<file path="src/rtl/lc3b_types.sv">
// Shared LC-3b type definitions and default widths for the data-port
// access sequencer.
package lc3b_types;

    localparam int LC3B_WIDTH      = 16;
    localparam int LC3B_ADDR_WIDTH = 16;
    localparam int LC3B_IND_LEVELS = 1;

    typedef enum logic [1:0] {
        IDLE,
        PTR,
        ACC,
        DONE
    } mem_seq_state_t;

endpackage

</file>
<file path="src/rtl/byte_lane_steer.sv">
// Write-mask and write-data shaping for the data port. A byte store is
// enabled on one lane, and its byte is copied onto every lane.
module byte_lane_steer #(
    parameter int WIDTH = 16
) (
    input  logic [$clog2(WIDTH/8)-1:0] lane,
    input  logic                       byte_en,
    input  logic                       write,
    input  logic [WIDTH-1:0]           data,
    output logic [WIDTH/8-1:0]         wmask,
    output logic [WIDTH-1:0]           wdata
);

    localparam int LANES = WIDTH / 8;

    // NOTE: every output gets a default first, so no path through this block infers a latch.
    always_comb begin
        wmask = '1;
        wdata = data;
        if (write && byte_en) begin
            wmask       = '0;
            wmask[lane] = 1'b1;
            wdata       = {LANES{data[7:0]}};
        end
    end

endmodule

</file>
<file path="src/rtl/mem_access_seq.sv">
// MEM-stage data-port sequencer. It performs optional pointer fetches and
// then the final read or write, stalling the pipeline until the result is held.
module mem_access_seq
    import lc3b_types::*;
#(
    parameter int WIDTH      = LC3B_WIDTH,
    parameter int ADDR_WIDTH = LC3B_ADDR_WIDTH,
    parameter int IND_LEVELS = LC3B_IND_LEVELS
) (
    input  logic                  clk,
    input  logic                  rst,
    input  logic                  req_valid,
    input  logic                  req_write,
    input  logic                  req_byte,
    input  logic                  req_indirect,
    input  logic [ADDR_WIDTH-1:0] req_addr,
    input  logic [WIDTH-1:0]      req_wdata,
    input  logic                  advance,
    output logic                  stall,
    output logic                  done,
    output logic [WIDTH-1:0]      rdata,
    output logic [ADDR_WIDTH-1:0] final_addr,
    output logic                  mem_read,
    output logic                  mem_write,
    output logic [ADDR_WIDTH-1:0] mem_address,
    output logic [WIDTH-1:0]      mem_wdata,
    output logic [WIDTH/8-1:0]    mem_wmask,
    input  logic                  mem_resp,
    input  logic [WIDTH-1:0]      mem_rdata
);

    localparam int LANE_BITS = $clog2(WIDTH / 8);
    localparam int LVL_W     = (IND_LEVELS > 1) ? $clog2(IND_LEVELS) : 1;
    localparam logic [LVL_W-1:0] LVL_LAST = LVL_W'(IND_LEVELS - 1);

    mem_seq_state_t        state_q, state_d;
    logic [LVL_W-1:0]      lvl_q;
    logic                  write_q, byte_q;
    logic [ADDR_WIDTH-1:0] addr_q, final_addr_q;
    logic [WIDTH-1:0]      wdata_q, rdata_q;
    logic [WIDTH/8-1:0]    steer_wmask;
    logic [WIDTH-1:0]      steer_wdata;

    // NOTE: sequential state uses non-blocking assignments so every register samples pre-edge values.
    always_ff @(posedge clk) begin
        if (rst) state_q <= IDLE;
        else     state_q <= state_d;
    end

    always_comb begin
        state_d = state_q;
        unique case (state_q)
            IDLE: if (req_valid) state_d = req_indirect ? PTR : ACC;
            PTR:  if (mem_resp && lvl_q == LVL_LAST) state_d = ACC;
            ACC:  if (mem_resp) state_d = DONE;
            DONE: if (advance) state_d = IDLE;
            default: state_d = IDLE;
        endcase
    end

    // NOTE: the datapath registers are reset too, because rdata and final_addr must read 0 after reset.
    always_ff @(posedge clk) begin
        if (rst) begin
            lvl_q        <= '0;
            write_q      <= 1'b0;
            byte_q       <= 1'b0;
            addr_q       <= '0;
            wdata_q      <= '0;
            rdata_q      <= '0;
            final_addr_q <= '0;
        end else begin
            unique case (state_q)
                IDLE: if (req_valid) begin
                    write_q <= req_write;
                    byte_q  <= req_byte;
                    wdata_q <= req_wdata;
                    addr_q  <= req_addr;
                    lvl_q   <= '0;
                end
                PTR: if (mem_resp) begin
                    addr_q <= mem_rdata[ADDR_WIDTH-1:0];
                    if (lvl_q != LVL_LAST) lvl_q <= lvl_q + 1'b1;
                end
                ACC: if (mem_resp) begin
                    rdata_q      <= write_q ? '0 : mem_rdata;
                    final_addr_q <= addr_q;
                end
                default: ;
            endcase
        end
    end

    byte_lane_steer #(.WIDTH(WIDTH)) u_steer (
        .lane    (addr_q[LANE_BITS-1:0]),
        .byte_en (byte_q),
        .write   (write_q),
        .data    (wdata_q),
        .wmask   (steer_wmask),
        .wdata   (steer_wdata)
    );

    // Port strobes depend on registered state only; idle port outputs are all zero.
    always_comb begin
        mem_read    = 1'b0;
        mem_write   = 1'b0;
        mem_address = '0;
        mem_wdata   = '0;
        mem_wmask   = '0;
        unique case (state_q)
            PTR: begin
                mem_read    = 1'b1;
                mem_address = addr_q;
                mem_wmask   = '1;
            end
            ACC: begin
                mem_read    = !write_q;
                mem_write   = write_q;
                mem_address = addr_q;
                mem_wdata   = steer_wdata;
                mem_wmask   = steer_wmask;
            end
            default: ;
        endcase
    end

    assign done       = (state_q == DONE);
    assign stall      = req_valid && !done;
    assign rdata      = rdata_q;
    assign final_addr = final_addr_q;

endmodule

</file>
<file path="config.mk">
export PLATFORM = sky130hd
export DESIGN_NAME = mem_access_seq
export DESIGN_NICKNAME = d
export VERILOG_FILES = /design/src/rtl/lc3b_types.sv /design/src/rtl/byte_lane_steer.sv /design/src/rtl/mem_access_seq.sv
export SDC_FILE = /design/constraint.sdc
export NUM_CORES = 1
export LEC_CHECK = 0
export ABC_AREA = 1
export BUFFER_PORTS_ARGS = -buffer_cell sky130_fd_sc_hd__buf_2
export CORE_MARGIN = 2
export CORE_UTILIZATION = 49
export DETAILED_ROUTE_END_ITERATION = 10
export MAX_ROUTING_LAYER = met4
export PLACE_DENSITY = 0.83
export SYNTH_ARGS = -nofsm -noshare
export SYNTH_HDL_FRONTEND = slang
export SYNTH_HIERARCHICAL = 1
export SYNTH_SLANG_ARGS = --single-unit
</file>
<file path="constraint.sdc">
create_clock -name clk -period 2.21 [get_ports clk]
set_clock_uncertainty 0.1 [all_clocks]
set_input_delay 0 -clock clk [delete_from_list [all_inputs] [get_ports clk]]
set_output_delay 0 -clock clk [all_outputs]
set_load 0.005 [all_outputs]
</file>
==> results of run 1 <==
[where the power goes]
group / internal (mW) / switching, mW
Clock: 0.640 / 0.500
Combinational: 0.831 / 1.43
Sequential: 1.56 / 0.217
[per-stage QoR]
| step | instances | instance area [um2] | hold slack, ns |
|---|---|---|---|
| detailed placement | 685 | 3890 | 0.159 |
| global route | 749 | 4590 | 0.0318 |
| floorplan | 511 | 3340 | -0.0122 |
| CTS | 749 | 4590 | 0.000954 |
| global placement | 685 | 3890 | 0.153 |
| finish | 749 | 4590 | 0.000112 |
[synthesized netlist by cell type, types with 2 or more instances]
master and number:
sky130_fd_sc_hd__o21ai_0 50, sky130_fd_sc_hd__clkbuf_1 7, sky130_fd_sc_hd__clkinv_1 2, sky130_fd_sc_hd__inv_2 3, sky130_fd_sc_hd__buf_2 10, sky130_fd_sc_hd__buf_4 15
sky130_fd_sc_hd__nand3_1 26, sky130_fd_sc_hd__o21ai_1 3, sky130_fd_sc_hd__dfxtp_1 68, sky130_fd_sc_hd__a21oi_1 33, sky130_fd_sc_hd__nor2_1 79, sky130_fd_sc_hd__buf_6 2
sky130_fd_sc_hd__inv_1 75, sky130_fd_sc_hd__ha_1 7, sky130_fd_sc_hd__nand2_1 123, sky130_fd_sc_hd__buf_1 3
[area by class of cell]
| type | count | share of cell area (%) |
|---|---|---|
| flip-flops and latches | 68 | 29.6 |
| well taps | 80 | 2.18 |
| clock buffers | 9 | 2.70 |
| repair buffers | 179 | 25.1 |
| multi-input cells | 326 | 31.7 |
| clock inverters | 7 | 2.21 |
| inverters | 80 | 6.54 |
[sequential cells by signal, indices dropped and copies added, names as in the netlist]
signal / flops
addr_q: 16
rdata: 16
state_q: 2
byte_q: 1
final_addr: 16
wdata_q: 16
write_q: 1
[routing by layer]
| metal | vias to the layer above | GRT usage [%] |
|---|---|---|
| met4 | 0 | 10.8 |
| met3 | 25 | 5.52 |
| met5 | - | - |
| met2 | 180 | 47.8 |
| met1 | 1700 | 32.7 |
| li1 | 1848 | - |
[worst paths after layout]
kind                                              start                endpoint  slack, ns
worst min register to register   rdata[14]$_SDFFE_PP0P_  rdata[14]$_SDFFE_PP0P_       0.37
worst max-delay path            state_q[0]$_SDFFE_PP0P_   rdata[9]$_SDFFE_PP0P_       0.25
worst min-delay path                        req_addr[2]  addr_q[2]$_SDFFE_PP0P_     0.0001
worst max register to register  state_q[0]$_SDFFE_PP0P_   rdata[9]$_SDFFE_PP0P_       0.25
[what timing repair did]
item,in CTS,in global routing
resized for setup,0,0
hold endpoints to repair,49,0
hold buffers,48,0
[worst reg2reg max path, delay by kind of cell, from the launching register on]
kind,cells,cell delay [ns]
buffers and inverters,2,0.68
AO/OA/AOI/OAI,1,0.23
AND/OR/NAND/NOR,2,0.32
adder cells (fa/ha/maj),1,0.20
flip-flops,1,0.35
[cells by family after synthesis]
kind of cell	count (synthesis)	synth area share (%)
compound gates	87	13.1
buf+inv	117	15.7
simple gates	232	27.9
fa+ha+maj	7	2.62
flops	68	40.7
==> flow_summary_export.csv, run 1 <==
group,metric,value,unit
run_status,result_of_the_run,"complete, no violations",
cells_and_area,drive_gt1_share,22.9,%
clocking,clk_transition_reported_paths,0.08,ns
critical_path,cp-start-kind,"flip-flop",
critical_path,timing.critical_path.cells,"inv_1, ha_1, nand2_2, inv_2, nand3_1, a21oi_1",
routing,routed-via-count,3753,
floorplan,die_area,7490,um2
cells_and_area,area.growth.synth_to_final,37.5,%
critical_path,worstRegToRegCells,6,
routing,postRouteAntennaNets,0,
cells_and_area,mostFrequentLayoutCell,"sky130_fd_sc_hd__buf_2",
synth,ys_async_sr_fraction,0,%
timing,drv_slew,0,
pwr,pwr_density_cell,1130,nW/um2
routing,detail_route.drc_violations,0,
timing,finalCriticalPeriod,1.96,ns
critical_path,timing.critical_path.to_type,"flip-flop",
floorplan,std_cell_rows,30,
min_path,worst_hold_path_type,"input port to flip-flop",
floorplan,floorplan_core_area,6680,um2
timing,fin_setup_tns,0,ns
cells_and_area,num-fill-cells,558,
timing,timing.slew.headroom,48.3,%
routing,drt_iter0_drc,215,
grt,grt_antenna_before_repair,0,
synth,yosys.cell_types.count,21,
grt,grt_overflow,0,
synth,post_synth.cell_area_avg,6.54,um2
clocking,max-clock-path-buffers,2,
floorplan,die-width,86.6,um
critical_path,standard_cell_with_the_maximum_stage_delay_on_the_critical_path,"sky130_fd_sc_hd__inv_2",
clocking,clk_sink_count,68,
pwr,post-layout-total-power,5.18,mW
critical_path,worstPathArrival,2.12,ns
synth,netlist_area,3340,um2
timing,tightest_slew,0.774,ns
clocking,clk-insertion-delay-late,0.34,ns
synth,post-synth-top-area-fraction,40.7,%
placed_design,port_buffers,125,
floorplan,num_io_pins,126,
cells_and_area,commonest_non_fill_non_tap_cells_in_the_layout,"125 x sky130_fd_sc_hd__buf_2, 123 x sky130_fd_sc_hd__nand2_1, 79 x sky130_fd_sc_hd__nor2_1, 75 x sky130_fd_sc_hd__inv_1, 68 x sky130_fd_sc_hd__dfxtp_1",
grt,grt_max_degree,53,
placed_design,hpwlAfterDp,6190,um
critical_path,worstPathBufferInverterCount,2,
grt,number_of_global_route_vias_before_repair,3556,
critical_path,critical_path_cell_count,6,
clocking,cts_tree,"built",
routing,routed_wl,10100,um
floorplan,initial_utilization,50.0,%
critical_path,slowest_delay,0.54,ns
routing,detail_route.wirelength.met1,4170,um
synth,synthesis.instances,511,
cells_and_area,final_nets,727,
min_path,hold-path-cell-count,5,
placed_design,dpl_worst_slack,0.317,ns
clocking,clock-root-buffer,"sky130_fd_sc_hd__clkbuf_8",
routing,first_pass_iters,5,
pwr,ir_worst_vdd,0.638,mV
critical_path,setup.worst_path.class,"flip-flop to flip-flop",
clocking,cts-buffers-inserted,9,
timing,timing.final.setup_violations,0,
timing,post-route-worst-setup-slack,0.251,ns
run,max_cap_violations,0,
routing,route.met2.wl,5000,um
timing,rsz0062_at_grt,"false",
cells_and_area,final_core_utilization,68.8,%
synth,mappedNetlistNets,574,
grt,first_pass_grt_wire_length,16100,um
synth,post_synth_main_area_contributors,"sky130_fd_sc_hd__dfxtp_1 41%, sky130_fd_sc_hd__nand2_1 14%, sky130_fd_sc_hd__nor2_1 8.9%",
timing,clock.fmax,0.510,GHz
cells_and_area,multi_input_area,1460,um2
routing,wl_per_cell,13.5,um
timing,report.final.hold_viol_count,0,
synth,synth-edff-count,0,
timing,final_min_period_over_clock_period,88.6,%
grt,groute.usage.overall,28.1,%
critical_path,cp_max_fo,48,
routing,dr_wl_met3,695,um
routing,route.top_layer_used,"met4",
synth,synthDominantAreaCellType,"sky130_fd_sc_hd__dfxtp_1",
critical_path,cpLargestDelayFamily,"buffers and inverters",
clocking,post_cts_buffers,0,
synth,synth_warnings,6,
clocking,clock_tree.htree_level_count,3,
synth,synth_sequential_area_ratio,40.7,%
pwr,leakagePower,2.60,nW
synth,ys_seq_elements,68,
placed_design,place_congestion,0.889,
cells_and_area,insertedDiodeCount,0,
critical_path,critical_path_required,2.37,ns
synth,ys.flop_type,"sky130_fd_sc_hd__dfxtp_1",
routing,dr_vias_cell,5.01,
cells_and_area,seq_area,1360,um2
floorplan,die_h,86.6,um
No activity file was read; power rests on OpenSTA's default activity.
==> run 2, diff against run 1 <==
--- a/config.mk
+++ b/config.mk
@@ -12,2 +12,3 @@
 export DETAILED_ROUTE_END_ITERATION = 10
+export GPL_ROUTABILITY_DRIVEN = 0
 export MAX_ROUTING_LAYER = met4
==> constraint.sdc (replaced) <==
create_clock -name clk -period 2.21 [get_ports clk]
set_clock_uncertainty 0.1 [all_clocks]
set_input_delay 0.1105 -clock clk [delete_from_list [all_inputs] [get_ports clk]]
set_output_delay 0.1105 -clock clk [all_outputs]
set_load 0.005 [all_outputs]
==> run 2 against run 1 <==
Worst setup slack worse by 0.041 ns; first-iteration DRC count is 18% lower; critical endpoint is now mem_wmask[0]; sequential cell count unchanged; cell area shrank 2.4%; non-clock buffer count shrank 15; critical path depth stayed put; combinational power shrank 2%; critical path type is now flip-flop to primary output; sequential power barely moved; register-to-register slack about the same; fmax fell by 2.0%; clock-buffer cell count increased by 3; core utilization down 1.6 points.
==> flow_summary_export.csv, run 2 (synthesis gave the netlist of run 1 again) <==
group,metric,value,unit
floorplan,std_cell_rows,30,
floorplan,floorplan_core_area,6680,um2
clocking,clk-insertion-delay-late,0.34,ns
cells_and_area,insertedDiodeCount,0,
critical_path,timing.critical_path.cells,"inv_1, ha_1, buf_4, o21ai_0, nor2_1, buf_2",
timing,post-route-worst-setup-slack,0.210,ns
routing,postRouteAntennaNets,0,
cells_and_area,commonest_non_fill_non_tap_cells_in_the_layout,"125 x sky130_fd_sc_hd__buf_2, 123 x sky130_fd_sc_hd__nand2_1, 79 x sky130_fd_sc_hd__nor2_1, 75 x sky130_fd_sc_hd__inv_1, 68 x sky130_fd_sc_hd__dfxtp_1",
placed_design,dpl_worst_slack,0.305,ns
clocking,clock_tree.htree_level_count,3,
critical_path,setup.worst_path.class,"flip-flop to primary output",
timing,report.final.hold_viol_count,0,
cells_and_area,mostFrequentLayoutCell,"sky130_fd_sc_hd__buf_2",
pwr,post-layout-total-power,5.30,mW
pwr,ir_worst_vdd,0.641,mV
critical_path,cp_max_fo,19,
clocking,cts-buffers-inserted,9,
critical_path,slowest_delay,0.41,ns
timing,rsz0062_at_grt,"false",
critical_path,critical_path_required,2.00,ns
run_status,result_of_the_run,"complete, no violations",
clocking,cts_tree,"built",
routing,routed-via-count,3621,
min_path,worst_hold_path_type,"input port to flip-flop",
clocking,clk_transition_reported_paths,0.07,ns
routing,routed_wl,9640,um
floorplan,initial_utilization,50.0,%
placed_design,hpwlAfterDp,6190,um
critical_path,timing.critical_path.to_type,"primary output",
grt,groute.usage.overall,27.5,%
floorplan,die-width,86.6,um
critical_path,worstPathBufferInverterCount,3,
routing,dr_vias_cell,4.93,
timing,finalCriticalPeriod,2.00,ns
floorplan,die_h,86.6,um
cells_and_area,drive_gt1_share,23.4,%
floorplan,die_area,7490,um2
grt,number_of_global_route_vias_before_repair,3429,
timing,final_min_period_over_clock_period,90.5,%
grt,first_pass_grt_wire_length,15800,um
critical_path,standard_cell_with_the_maximum_stage_delay_on_the_critical_path,"sky130_fd_sc_hd__dfxtp_1",
routing,detail_route.drc_violations,0,
clocking,clock-root-buffer,"sky130_fd_sc_hd__clkbuf_8",
timing,timing.slew.headroom,50.4,%
timing,tightest_slew,0.743,ns
critical_path,worstPathArrival,1.79,ns
timing,fin_setup_tns,0,ns
grt,grt_antenna_before_repair,0,
critical_path,cp-start-kind,"flip-flop",
floorplan,num_io_pins,126,
routing,wl_per_cell,13.1,um
pwr,leakagePower,2.56,nW
grt,grt_overflow,0,
run,max_cap_violations,0,
timing,timing.final.setup_violations,0,
timing,drv_slew,0,
pwr,pwr_density_cell,1180,nW/um2
routing,first_pass_iters,5,
routing,drt_iter0_drc,177,
clocking,max-clock-path-buffers,2,
timing,clock.fmax,0.500,GHz
timing,worst_hold_slack,0.0205,ns
placed_design,port_buffers,125,
cells_and_area,final_nets,712,
clocking,clk_sink_count,68,
critical_path,cpLargestDelayFamily,"buffers and inverters",
grt,grt_max_degree,49,
cells_and_area,area.growth.synth_to_final,34.2,%
[run 2: per-stage QoR]
stage,area [um2],utilization (%),std cells
2_1_floorplan,3340,-,511
4_1_cts,4480,67.1,734
5_1_grt,4480,67.1,734
6_report,4480,67.1,734
3_3_place_gp,3900,58.4,685
3_5_place_dp,3900,58.4,685
[run 2: report_power, final]
part	leakage (nW)	switching, mW	total (mW)	internal [mW]
Clock	0.127	0.484	1.30	0.811
Sequential	0.559	0.234	1.79	1.56
Combinational	1.87	1.39	2.21	0.822
[run 2: path summary, 6_finish.rpt]
path                                start                      to  slack, ns  cells after the start
setup / recovery  state_q[0]$_SDFFE_PP0P_            mem_wmask[0]       0.21                      6
hold / removal                  req_write    write_q$_SDFFE_PP0P_       0.02                      3
setup reg to reg     write_q$_SDFFE_PP0P_   rdata[9]$_SDFFE_PP0P_       0.24                      3
hold reg to reg    rdata[14]$_SDFFE_PP0P_  rdata[14]$_SDFFE_PP0P_       0.36                      2
[run 2: final cells by class]
type                            count  area, um2
Inverter                           80        300
Multi-Input combinational cell    326       1460
Clock inverter                      4       95.1
Timing Repair Buffer              164       1010
Tap cell                           80        100
Sequential cell                    68       1360
Clock buffer                       12        155
Fill cell                         576       2200
[run 2: worst min-delay path: stages]
cell and delay (ns):
sky130_fd_sc_hd__buf_2 0.09, sky130_fd_sc_hd__o21ai_0 0.09, sky130_fd_sc_hd__a21oi_1 0.13
[run 2: repair_timing]
item | 4_1_cts | 5_1_grt
hold buffers | 33 | 0
resized for setup | 0 | 1
setup buffers | 0 | 0
endpoints found under the setup margin | 0 | 5
endpoints found under the hold margin | 33 | 0
[run 2: layer usage]
metal  up-vias  global-route usage, %  part of all wire [%]
li1       1817                      -                     -
met1      1571                   33.7                    42
met2       206                   45.3                    48
met3        27                   3.81                   7.3
met4         0                   11.6                   2.8
met5         -                      -                     0
==> run 3, diff against run 2 <==
- CORE_ASPECT_RATIO: unset -> 0.75
==> run 3 against run 2 <==
Cell area shrank 0.98%; clock power shrank 20%; critical path depth is the same; non-clock buffer count grew 2; routed wire length shrank 1.2%; worst setup slack lost 0.064 ns; fmax shrank 3.1%; final cell count grew 0.82%; sequential share of layout area grew 0.30 points; sequential power is essentially flat; largest cell class unchanged; combinational power is essentially flat; first-iteration DRC count grew 79%.
==> flow_summary_export.csv, run 3 (synthesis gave the netlist of run 1 again) <==
group,metric,value,unit
placed_design,hpwlAfterDp,6190,um
placed_design,port_buffers,125,
grt,grt_antenna_before_repair,0,
critical_path,setup.worst_path.class,"flip-flop to primary output",
routing,routed-via-count,3563,
timing,timing.final.setup_violations,0,
routing,detail_route.drc_violations,0,
cells_and_area,drive_gt1_share,23.5,%
timing,timing.slew.headroom,53.4,%
pwr,leakagePower,2.53,nW
timing,tightest_slew,0.697,ns
clocking,clock_tree.htree_level_count,3,
timing,rsz0062_at_grt,"false",
clocking,cts_tree,"built",
routing,dr_vias_cell,4.81,
routing,routed_wl,9520,um
grt,grt_max_degree,53,
cells_and_area,mostFrequentLayoutCell,"sky130_fd_sc_hd__buf_2",
routing,postRouteAntennaNets,0,
clocking,post_cts.resized_instances,0,
critical_path,standard_cell_with_the_maximum_stage_delay_on_the_critical_path,"sky130_fd_sc_hd__dfxtp_1",
timing,clock.fmax,0.485,GHz
critical_path,cp-start-kind,"flip-flop",
critical_path,critical_path.most_common_cell,"sky130_fd_sc_hd__inv_1",
routing,drt_iter0_drc,316,
pwr,pwr_density_cell,1140,nW/um2
timing,post-route-worst-setup-slack,0.147,ns
cells_and_area,final_core_utilization,66.3,%
floorplan,num_io_pins,126,
timing,final_min_period_over_clock_period,93.4,%
floorplan,initial_utilization,49.9,%
clocking,cts-buffers-inserted,9,
cells_and_area,area.growth.synth_to_final,32.9,%
critical_path,timing.critical_path.to_type,"primary output",
critical_path,timing.critical_path.cells,"inv_1, ha_1, buf_4, nand2_1, inv_1, buf_2",
routing,wl_per_cell,12.9,um
critical_path,cp_max_fo,13,
placed_design,dpl_worst_slack,0.259,ns
critical_path,worstPathArrival,1.85,ns
clocking,clk_transition_reported_paths,0.08,ns
timing,fin_setup_tns,0,ns
floorplan,die_h,75.5,um
clocking,clk-insertion-delay-late,0.35,ns
routing,first_pass_iters,5,
floorplan,floorplan_core_area,6700,um2
floorplan,std_cell_rows,26,
clocking,clk_sink_count,68,
grt,number_of_global_route_vias_before_repair,3107,
clocking,max-clock-path-buffers,2,
min_path,worst_hold_path_type,"input port to flip-flop",
grt,grt_overflow,0,
timing,worst_hold_slack,0.0482,ns
grt,first_pass_grt_wire_length,14500,um
clocking,clock-root-buffer,"sky130_fd_sc_hd__clkbuf_8",
timing,report.final.hold_viol_count,0,
timing,finalCriticalPeriod,2.06,ns
timing,drv_slew,0,
grt,groute.usage.overall,25.4,%
critical_path,cpLargestDelayFamily,"buffers and inverters",
floorplan,die_area,7500,um2
run_status,result_of_the_run,"complete, no violations",
run,max_cap_violations,0,
cells_and_area,final_nets,714,
cells_and_area,insertedDiodeCount,0,
critical_path,worstPathBufferInverterCount,4,
cells_and_area,commonest_non_fill_non_tap_cells_in_the_layout,"125 x sky130_fd_sc_hd__buf_2, 123 x sky130_fd_sc_hd__nand2_1, 79 x sky130_fd_sc_hd__nor2_1, 75 x sky130_fd_sc_hd__inv_1, 68 x sky130_fd_sc_hd__dfxtp_1",
critical_path,critical_path_required,2.00,ns
floorplan,die-width,99.3,um
critical_path,slowest_delay,0.42,ns
pwr,ir_worst_vdd,0.616,mV
run 3: changes by cell type in the layout (fill, tap and decap cells not counted):
cell | previous run | this run
sky130_fd_sc_hd__clkinvlp_4 | 0 | 3
sky130_fd_sc_hd__buf_4 | 5 | 7
sky130_fd_sc_hd__bufinv_16 | 3 | 1
sky130_fd_sc_hd__clkbuf_8 | 11 | 9
sky130_fd_sc_hd__inv_6 | 0 | 2
sky130_fd_sc_hd__buf_12 | 1 | 0
sky130_fd_sc_hd__clkbuf_1 | 1 | 0
sky130_fd_sc_hd__dlygate4sd3_1 | 33 | 34
sky130_fd_sc_hd__ha_1 | 6 | 7
sky130_fd_sc_hd__ha_2 | 1 | 0
run 3: worst min-delay path: cells and delay by family:
family / cells / cell delay, ns
buffers and inverters: 2 / 0.13
AO/OA/AOI/OAI: 1 / 0.06
AND/OR/NAND/NOR: 2 / 0.15
run 3: power by group:
group	internal [mW]	total (mW)	switching [mW]
logic	0.816	2.22	1.40
registers	1.56	1.78	0.218
clock network	0.526	1.04	0.517
total	2.90	5.04	2.14
run 3: path summary, 6_finish.rpt:
check	from	end	slack (ns)	cells after the start
setup / recovery	state_q[0]$_SDFFE_PP0P_	mem_address[1]	0.15	6
hold / removal	req_addr[1]	addr_q[1]$_SDFFE_PP0P_	0.05	5
setup reg to reg	state_q[0]$_SDFFE_PP0P_	addr_q[13]$_SDFFE_PP0P_	0.25	6
hold reg to reg	rdata[7]$_SDFFE_PP0P_	rdata[7]$_SDFFE_PP0P_	0.37	2
run 3: timing repair:
item	CTS	global route
endpoints found under the hold margin	34	0
endpoints found under the setup margin	0	0
hold buffers	34	0
buffers inserted	0	0
run 3: final cells by class:
class                   instances  area (um2)
fillers                       595        2260
multi-input cells             326        1460
flip-flops and latches         68        1360
repair buffers                166        1020
inverters                      80         300
clock buffers                   9         124
well taps                      84         105
clock inverters                 7        75.1
run 3: stage by stage:
stage / cell area [um2] / cells / total power [mW]
floorplan: 3340 / 511 / 3.36
global placement: 3900 / 690 / 3.86
detailed placement: 3900 / 690 / 3.93
CTS: 4440 / 740 / 5.03
global route: 4440 / 740 / 5.47
finish: 4440 / 740 / 5.04
run 3: per-layer routing:
layer  up-vias  GRT usage [%]  routed length [um]
met3        32           3.94                 558
met5         -              -                   0
met2       148           40.2                4340
met4         0           11.3                 313
met1      1558           32.9                4310
li1       1825              -                   -
